==> config.mk <==
export PLATFORM = sky130hd
export DESIGN_NAME = fm_slot_seq
export DESIGN_NICKNAME = d
export VERILOG_FILES = /design/src/rtl/fm_pkg.sv /design/src/rtl/fm_tremolo_lfo.sv /design/src/rtl/fm_slot_seq.sv
export SDC_FILE = /design/constraint.sdc
export NUM_CORES = 1
export LEC_CHECK = 0
export ABC_AREA = 1
export ABC_CLOCK_PERIOD_IN_PS = 2200
export BUFFER_PORTS_ARGS = -buffer_cell sky130_fd_sc_hd__clkbuf_2
export CAP_MARGIN = 20
export CORE_ASPECT_RATIO = 1.4
export CORE_MARGIN = 4
export CORE_UTILIZATION = 32
export CTS_BUF_LIST = sky130_fd_sc_hd__clkbuf_16
export DETAILED_ROUTE_END_ITERATION = 7
export PLACE_DENSITY = 0.5
export SLEW_MARGIN = 40
export SYNTH_ARGS = -nofsm -noshare
export SYNTH_HDL_FRONTEND = slang
export SYNTH_SLANG_ARGS = --single-unit
==> constraint.sdc <==
create_clock -name clk -period 2.2 [get_ports clk]
set_input_delay 0.11 -clock clk [delete_from_list [all_inputs] [get_ports clk]]
set_output_delay 0.11 -clock clk [all_outputs]
set_load 0.01 [all_outputs]
==> src/rtl/fm_pkg.sv <==
// Shared constants, types and tremolo shaping for the FM slot sequencer.
package fm_pkg;

    localparam int unsigned NUM_OPS          = 36;
    localparam int unsigned SLOT_W           = 6;
    localparam int unsigned TREM_STEPS       = 210;
    localparam int unsigned TREM_HALF        = 105;
    localparam int unsigned TREM_POS_W       = 8;
    localparam int unsigned AM_W             = 6;
    localparam int unsigned AM_DEEP_SHIFT    = 1;
    localparam int unsigned AM_SHALLOW_SHIFT = 3;

    typedef logic [SLOT_W-1:0] slot_t;

    typedef enum logic [1:0] {
        CLR_IDLE,
        CLR_PENDING,
        CLR_CLEARING
    } clr_state_e;

    // Triangle-fold the LFO position, then scale to the selected depth.
    function automatic logic [AM_W-1:0] trem_am(input logic [TREM_POS_W-1:0] pos,
                                                input logic                  deep);
        logic [TREM_POS_W-1:0] tri_v;
        tri_v = (pos < TREM_POS_W'(TREM_HALF)) ? pos
                                               : TREM_POS_W'(TREM_STEPS - 1) - pos;
        trem_am = deep ? AM_W'(tri_v >> AM_DEEP_SHIFT) : AM_W'(tri_v >> AM_SHALLOW_SHIFT);
    endfunction

endpackage

==> src/rtl/fm_tremolo_lfo.sv <==
// Shared tremolo LFO: steps once every TREM_DIV samples over a 210-step triangle.
module fm_tremolo_lfo
    import fm_pkg::*;
#(
    parameter int unsigned TREM_DIV = 64
) (
    input  logic            clk,
    input  logic            reset,
    input  logic            sample_strobe,
    input  logic            dam,
    output logic [AM_W-1:0] am_val
);

    localparam int unsigned CNT_W = (TREM_DIV > 1) ? $clog2(TREM_DIV) : 1;

    logic [CNT_W-1:0]      trem_cnt_q, trem_cnt_d;
    logic [TREM_POS_W-1:0] trem_pos_q, trem_pos_d;
    logic [AM_W-1:0]       am_val_q, am_val_d;

    // dam arrives already held per slot, so am_val only moves at slot boundaries.
    always_comb begin
        trem_cnt_d = trem_cnt_q;
        trem_pos_d = trem_pos_q;
        if (sample_strobe) begin
            if (trem_cnt_q == CNT_W'(TREM_DIV - 1)) begin
                trem_cnt_d = '0;
                trem_pos_d = (trem_pos_q == TREM_POS_W'(TREM_STEPS - 1)) ? '0
                                                                         : trem_pos_q + TREM_POS_W'(1);
            end else begin
                trem_cnt_d = trem_cnt_q + CNT_W'(1);
            end
        end
        am_val_d = trem_am(trem_pos_d, dam);
    end

    always_ff @(posedge clk) begin
        if (reset) begin
            trem_cnt_q <= '0;
            trem_pos_q <= '0;
            am_val_q   <= '0;
        end else begin
            trem_cnt_q <= trem_cnt_d;
            trem_pos_q <= trem_pos_d;
            am_val_q   <= am_val_d;
        end
    end

    assign am_val = am_val_q;

endmodule

==> src/rtl/fm_slot_seq.sv <==
// Slot sequencer and timing master: walks operator slots, detects key-on edges,
// runs envelope clear sweeps and drives the shared tremolo value.
module fm_slot_seq #(
    parameter int unsigned NUM_OPS       = fm_pkg::NUM_OPS,
    parameter int unsigned CLKS_PER_SLOT = 8,
    parameter int unsigned TREM_DIV      = 64
) (
    input  logic                      clk,
    input  logic                      reset,
    input  logic                      kon,
    input  logic                      dam,
    input  logic                      clear_req,
    output logic [fm_pkg::SLOT_W-1:0] op_sel,
    output logic                      next,
    output logic                      op_reset,
    output logic                      restart,
    output logic [fm_pkg::AM_W-1:0]   am_val,
    output logic                      sample_strobe
);

    import fm_pkg::*;

    localparam int unsigned      SUB_W     = (CLKS_PER_SLOT > 1) ? $clog2(CLKS_PER_SLOT) : 1;
    localparam slot_t            LAST_SLOT = SLOT_W'(NUM_OPS - 1);
    localparam logic [SUB_W-1:0] LAST_SUB  = SUB_W'(CLKS_PER_SLOT - 1);

    logic [SUB_W-1:0]   sub_q, sub_d;
    slot_t              op_sel_q, op_sel_d;
    logic               next_q, next_d;
    logic               strobe_q, strobe_d;
    logic               op_reset_q, op_reset_d;
    logic               dam_q, dam_d;
    logic               rearm_q, rearm_d;
    logic [NUM_OPS-1:0] kon_prev_q, kon_prev_d;
    clr_state_e         clr_q, clr_d;
    logic               wrap;
    logic               pend_now;

    always_comb begin
        sub_d      = next_q ? '0 : sub_q + SUB_W'(1);
        op_sel_d   = op_sel_q;
        kon_prev_d = kon_prev_q;
        dam_d      = dam_q;
        clr_d      = clr_q;
        rearm_d    = rearm_q;
        wrap       = next_q && (op_sel_q == LAST_SLOT);
        pend_now   = (clr_q == CLR_PENDING) || ((clr_q == CLR_CLEARING) && rearm_q);

        if (next_q) begin
            op_sel_d             = (op_sel_q == LAST_SLOT) ? '0 : op_sel_q + SLOT_W'(1);
            kon_prev_d[op_sel_q] = op_reset_q ? 1'b0 : kon;
            dam_d                = dam;
        end

        // A request seen during a clear sweep re-arms a follow-up sweep.
        if (wrap) begin
            clr_d   = pend_now ? CLR_CLEARING : (clear_req ? CLR_PENDING : CLR_IDLE);
            rearm_d = pend_now && clear_req;
        end else if (clear_req) begin
            if (clr_q == CLR_IDLE) begin
                clr_d = CLR_PENDING;
            end else if (clr_q == CLR_CLEARING) begin
                rearm_d = 1'b1;
            end
        end

        op_reset_d = (clr_d == CLR_CLEARING);
        next_d     = (sub_d == LAST_SUB);
        strobe_d   = next_d && (op_sel_d == LAST_SLOT);
    end

    always_ff @(posedge clk) begin
        if (reset) begin
            sub_q      <= '0;
            op_sel_q   <= '0;
            next_q     <= 1'b0;
            strobe_q   <= 1'b0;
            op_reset_q <= 1'b1;
            dam_q      <= 1'b0;
            rearm_q    <= 1'b0;
            kon_prev_q <= '0;
            clr_q      <= CLR_CLEARING;
        end else begin
            sub_q      <= sub_d;
            op_sel_q   <= op_sel_d;
            next_q     <= next_d;
            strobe_q   <= strobe_d;
            op_reset_q <= op_reset_d;
            dam_q      <= dam_d;
            rearm_q    <= rearm_d;
            kon_prev_q <= kon_prev_d;
            clr_q      <= clr_d;
        end
    end

    fm_tremolo_lfo #(
        .TREM_DIV (TREM_DIV)
    ) u_lfo (
        .clk           (clk),
        .reset         (reset),
        .sample_strobe (strobe_q),
        .dam           (dam_d),
        .am_val        (am_val)
    );

    assign op_sel        = op_sel_q;
    assign next          = next_q;
    assign op_reset      = op_reset_q;
    assign sample_strobe = strobe_q;
    assign restart       = kon && !kon_prev_q[op_sel_q] && !op_reset_q;

endmodule
## Word-level counts from Yosys, hierarchy flattened

Cells that the tools add are included.

- Register bits: 72
- Input bits: 5
- Output and inout bits: 16
- Logic and storage cells: 71

- Add/subtract/negate cells: 5
- $lt $le $gt $ge: 3
- Equality and inequality tests: 9
- Mux-type cells: 25
- Bitwise logic cells: 1
- Reductions and logical operators: 15

Operator list:

| cell | number |
|---|---|
| 36-bit bitwise mux | 1 |
| 8-bit two-way mux | 4 |
| 6-bit == test (second input constant) | 3 |
| 6-bit two-way mux | 3 |
| 6-bit by 1-bit adder with 6-bit output (second input constant) | 2 |
| 1-bit two-way mux | 9 |
| 8-bit by 1-bit adder with 8-bit output (second input constant) | 1 |
| 8-bit == test (second input constant) | 1 |
| 8-bit by 7-bit < comparator with 1-bit output (second input constant) | 1 |
| 2-bit two-way mux | 4 |
| 8-bit subtractor (first input constant) | 1 |
| 1-bit logical AND | 7 |
| 6-bit by 7-bit < comparator with 1-bit output (second input constant) | 1 |
| 1-bit binary-select mux with 6-bit select | 1 |
| 1-bit demux with 6-bit select | 1 |
| 6-bit by 1-bit >= comparator with 1-bit output (second input constant) | 1 |
| 5-bit two-way mux | 1 |
| 2-bit == test (second input constant) | 2 |
| 2-bit nonzero test | 2 |
| 3-bit by 1-bit adder with 3-bit output (second input constant) | 1 |
| 3-bit == test (second input constant) | 1 |
| 3-bit two-way mux | 1 |
| 3-bit AND reduction | 1 |
| 2-bit by 1-bit == test with 1-bit output (second input constant) | 1 |
| 6 further kinds | 7 |

## Longest topological paths before layout

- Depth after elaboration: 7
- Depth in mapped cells: 16
- Mapped depth without buffers: 16

## Cells and area by module

From an unflattened synthesis, not the netlist that was laid out.

- Cells, all modules: 548
- Area total of the unflattened synthesis: 3784.9 µm²

Modules (own cells, without submodules):

| module | times used | cells each | area an instance (µm²) | sequential area each (µm²) |
|---|---|---|---|---|
| fm_slot_seq | 1 | 363 | 2549.9 | 1041.0 |
| fm_tremolo_lfo | 1 | 185 | 1234.9 | 400.4 |

## Worst setup path before layout

No wires, ideal clock.

- Path kind: reg-to-reg
- Start: reg u_lfo.trem_cnt_q[0]
- End: reg u_lfo.am_val_q[0] (netlist: u_lfo.am_val[0])
- Library setup time: 0.123 ns
- Arrival time: 1.631 ns
- Data required time: 2.077 ns
- Slack: 0.446 ns
- Cell stages (with the launch flop): 15
- Buffers on the path: 0
- Period minus slack after synthesis: 1.754 ns
- Cells stage by stage: dfxtp_1 -> ha_1 -> nand2_1 -> nor2_4 -> nand3_2 -> o21ai_2 -> nand2_1 -> nand2_1 -> nor2_2 -> nand2_4 -> nand2_4 -> nand2_1 -> nand2_1 -> nand2_1 -> o21ai_1

- Longest elaborated chain between the ends: 6
- Elaborated cells between the ends (all ways): 7
- Classes of those cells: add/sub (1); order compare (1); eq/ne (1); mux (4)

RTL lines:

| what | line | RTL |
|---|---|---|
| start, declared | fm_tremolo_lfo.sv:16 | `logic [CNT_W-1:0] trem_cnt_q, trem_cnt_d;` |
| start signal, assigned | fm_tremolo_lfo.sv:42 | `trem_cnt_q <= trem_cnt_d;` |
| 6-bit == test (*) | fm_tremolo_lfo.sv:25 | `if (trem_cnt_q == CNT_W'(TREM_DIV - 1)) begin` |
| 8-bit two-way mux (*) | fm_tremolo_lfo.sv:25 |  |
| 8-bit two-way mux (*) | fm_tremolo_lfo.sv:24 | `if (sample_strobe) begin` |
| 8-bit subtractor / 8-bit by 7-bit < comparator with 1-bit output (equally long branches) | fm_pkg.sv:26, fm_pkg.sv:25 |  |
| 8-bit two-way mux (*) | fm_pkg.sv:25 | `tri_v = (pos < TREM_POS_W'(TREM_HALF)) ? pos` |
| 5-bit two-way mux (*) | fm_pkg.sv:27 | `trem_am = deep ? AM_W'(tri_v >> AM_DEEP_SHIFT) : AM_W'(tri_v >> AM_SHALLOW_SHIFT);` |
| end signal, assigned | fm_tremolo_lfo.sv:44 | `am_val_q <= am_val_d;` |
| end, declared | fm_tremolo_lfo.sv:18 | `logic [AM_W-1:0] am_val_q, am_val_d;` |

Mark *: on every way between the ends. The rest lies on a longest branch, timed or not.
A chain may end at the register's enable or synchronous reset.

## Final worst setup path

- Start: reg op_sel_q[2] (netlist: op_sel[2])
- End: out restart

- Longest elaborated chain between the ends: 5

RTL lines:

| what | line | RTL |
|---|---|---|
| start, declared | fm_slot_seq.sv:28 | `slot_t op_sel_q, op_sel_d;` |
| start signal, assigned | fm_slot_seq.sv:85 | `op_sel_q <= op_sel_d;` |
| 1-bit binary-select mux with 6-bit select | fm_slot_seq.sv:110 | `assign restart = kon && !kon_prev_q[op_sel_q] && !op_reset_q;` |
| 1-bit two-way mux (not written as such) | fm_slot_seq.sv:110 |  |
| 1-bit logical NOT | fm_slot_seq.sv:110 |  |
| 1-bit logical AND (2 in a row) | fm_slot_seq.sv:110 |  |
| end, declared | fm_slot_seq.sv:16 | `output logic restart,` |

Every way passes these cells. The select of a mux whose other input is x is not followed.

==> metrics.cfg <==
[outcome]
outcome = complete, no violations

[synth]
synth-compound-area-share_pct = 16.2
synth-main-ff-cell = dfxtp_1
synth.avg_cell_area_sq_um = 7.05
ys_seq_area_share_pct = 40.4
synth.top_cell.area_share_pct = 40.4
synth_adder_area_share_pct = 1.75
synth_top_family_by_area = simple AND/OR/NAND/NOR gates
synth.distinct_cells = 40
synth_cells = 506
ys_warn_count = 0
synth_top_cell_by_area = dfxtp_1
synthesis.nets = 516
syn_area_sq_mm = 0.00357
ys_ff_latch = 72
muxShareOfSynthArea_pct = 0.281
synth_common_cells = nor2_1, nand2_1, dfxtp_1
synth.most_common_cell = nor2_1
synth-xor-area-share_pct = 2.17
synth_area_leaders = dfxtp_1, nor2_1, nand2_1, a21oi_1, o21ai_0
yosys.area_share.simple_pct = 31.8
async_flop_share_pct = 0
synth_edf_count = 0

[grt]
gr-total-overflow = 0
grt_pass1_vias = 3335
grt_first_pass_wirelength_microns = 15800
grtUsageTotal_pct = 15.2
grt_max_degree = 38
antenna_found_initial = 0

[sta]
fin_crit_sh_pct = 93.6
setup_viol = 0
worst_pin_slew_ns = 0.402
hold_viol_final = 0
whs_ns = 0.0825
clock.fmax_mhz = 486
relSlewSlack_pct = 73.1
rsz0062_at_grt = false
fin_crit_ns = 2.06
skew_ns = 0.00251
tns_ns = 0
drv_slew = 0

[final_layout]
finalNetCount = 545
fillCellCount = 1150
drive_gt1_share_pct = 15.4
syn_to_final_growth_pct = 16.7
multi_input_area_sq_mm = 0.00189
regArea_sq_mm = 0.00144
num_antenna_cells = 0
stdcell_count = 681

[clock_network]
numCtsBuffers = 9
clkLatencyLatePin_ns = 0.33
cts.clk_slew.worst_paths_ns = 0.06
cts.sink_count = 72
cts_buffer_depth = 2
htree_levels = 3
cts_setup_buffers = 0
root_buffer = clkbuf_16
cts_tree = yes
ctsHoldBuffers = 0

[placed_design]
dp.cells = 665
place_congestion = 0.819
port_buffers = 20
dp_hpwl_microns = 6880

[power]
power.leakage_nw = 1.79
switching_share_pct = 22.6
ir_worst_vdd_mv = 0.379
p_sw_uw = 607
p_seq_share_pct = 49.2
power_density_mw_per_mm2 = 647
share_clk_of_total_power_pct = 47.3
pwr-share-comb_pct = 3.5
power_mw = 2.69
internal_power_mw = 2.09

[min_path]
hold_class = input pin to register

[routing]
post_drt_via_cell_ratio = 4.85
drt_iter0_drc = 145
wl_per_cell_microns = 13.6
first_pass_iters = 4
drt-total-wl_microns = 9250
ant_nets = 0
routed-via-count = 3301
post-route-drc-count = 0

[setup_path]
worstPathMaxFanout = 5
crit_type = register to output pin
cp_slowest_cell = dfxtp_1
endpoint_kind = output pin
max_stage_delay_ns = 0.32
startpoint_type = register
worstPathRequired_ns = 2.09
crit_path_frequent_cell = nand2_1
critPathArrivalTime_ns = 1.95
crit_chain = inv_1, nor2_1, nand2_1, inv_1, nand2_1, nand2_1, a221oi_2, nand4_1, nand2_1, nand3_1, nor2_1, clkbuf_2

[die]
dieWidth_microns = 97.2
rows = 45
die_area_sq_mm = 0.0129
core_area_sq_mm = 0.0109
io_pins = 21
start_util_pct = 32.8
die_y_microns = 133

[run]
maxCapViolCount = 0

==> final cells by class <==
class	instances	area share, %
well taps	141	4.24
flip-flops and latches	72	34.7
inverters	56	5.11
clock buffers	9	5.41
repair buffers	31	4.39
multi-input cells	365	45.4
clock inverters	7	0.782
==> logic make-up (layout without fill, tap and decap cells) <==
| kind of cell | count (synthesis) | count (layout) |
|---|---|---|
| muxes | 1 | 1 |
| adders and majority gates | 5 | 5 |
| xor gates and xnor gates | 8 | 8 |
| DFF | 72 | 72 |
| AOI/OAI and AO/OA | 103 | 103 |
| buffers and inverters | 69 | 103 |
| and+or+nand+nor | 248 | 248 |
==> per-layer routing <==
layer,GRT usage (%),share of wire (%)
met2,27.5,52
met1,17.1,42
met4,7.70,2.5
met5,0,0
met3,2.48,3.2
==> worst max-delay path, delay by kind of cell, from the launching register on <==
kind	cells	cell delay, ns
simple gates	8	0.73
buf+inv	3	0.37
compound gates	1	0.20
flops	1	0.32
==> power by group through the flow <==
stage | Combinational [mW] | Sequential (mW) | Clock [mW]
final | 0.0943 | 1.32 | 1.27
after global routing | 0.108 | 1.32 | 1.36
after CTS | 0.0951 | 1.32 | 1.32
after detailed placement | 0.0950 | 1.35 | 0
after global placement | 0.0950 | 1.35 | 0
after floorplan | 0.0630 | 1.35 | 0
==> timing repair <==
item / CTS / global route
endpoints found under the setup margin: 0 / 6
gates resized for setup: 0 / 11
hold endpoints to repair: 0 / 0
==> sequential cells by signal, summed over array words and instances, names as in the netlist <==
| name | flops |
|---|---|
| clr_q | 2 |
| dam_q | 1 |
| kon_prev_q | 36 |
| next | 1 |
| op_reset | 1 |
| op_sel | 6 |
| rearm_q | 1 |
| sample_strobe | 1 |
| sub_q | 3 |
| u_lfo.am_val | 6 |
| u_lfo.trem_cnt_q | 6 |
| u_lfo.trem_pos_q | 8 |
==> stage by stage <==
step	utilization, %	instance area (sq um)	worst slack, ns
floorplan	-	3570	0.446
global placement	35.6	3870	0.240
detailed placement	35.6	3870	0.187
CTS	38.0	4130	0.0527
global route	38.3	4160	0.00190
finish	38.3	4160	0.141
==> worst paths after layout <==
check / end / cells past startpoint / from / slack [ns]
max: restart / 12 / op_sel[2]$_SDFF_PP0_ / 0.14
min: sub_q[2]$_SDFF_PP0_ / 4 / reset / 0.08
max reg2reg: u_lfo.am_val[3]$_SDFF_PP0_ / 16 / u_lfo.trem_cnt_q[0]$_SDFFE_PP0P_ / 0.22
min reg2reg: sub_q[0]$_SDFF_PP0_ / 1 / sub_q[0]$_SDFF_PP0_ / 0.45
==> cells in the final DEF, fill, tap and decap left out, types with 6 or more instances in the layout <==
| cell | Yosys | layout |
|---|---|---|
| nor2_1 | 96 | 93 |
| nand2_1 | 88 | 87 |
| dfxtp_1 | 72 | 70 |
| inv_1 | 51 | 54 |
| a21oi_1 | 44 | 44 |
| o21ai_0 | 42 | 41 |
| nand3_1 | 25 | 25 |
| clkbuf_2 | 0 | 20 |
| buf_4 | 1 | 11 |
| clkbuf_16 | 0 | 9 |
| nand4_1 | 7 | 7 |
| nor3_1 | 7 | 7 |
| nor2_2 | 4 | 6 |
No activity file was read; power rests on OpenSTA's default activity.
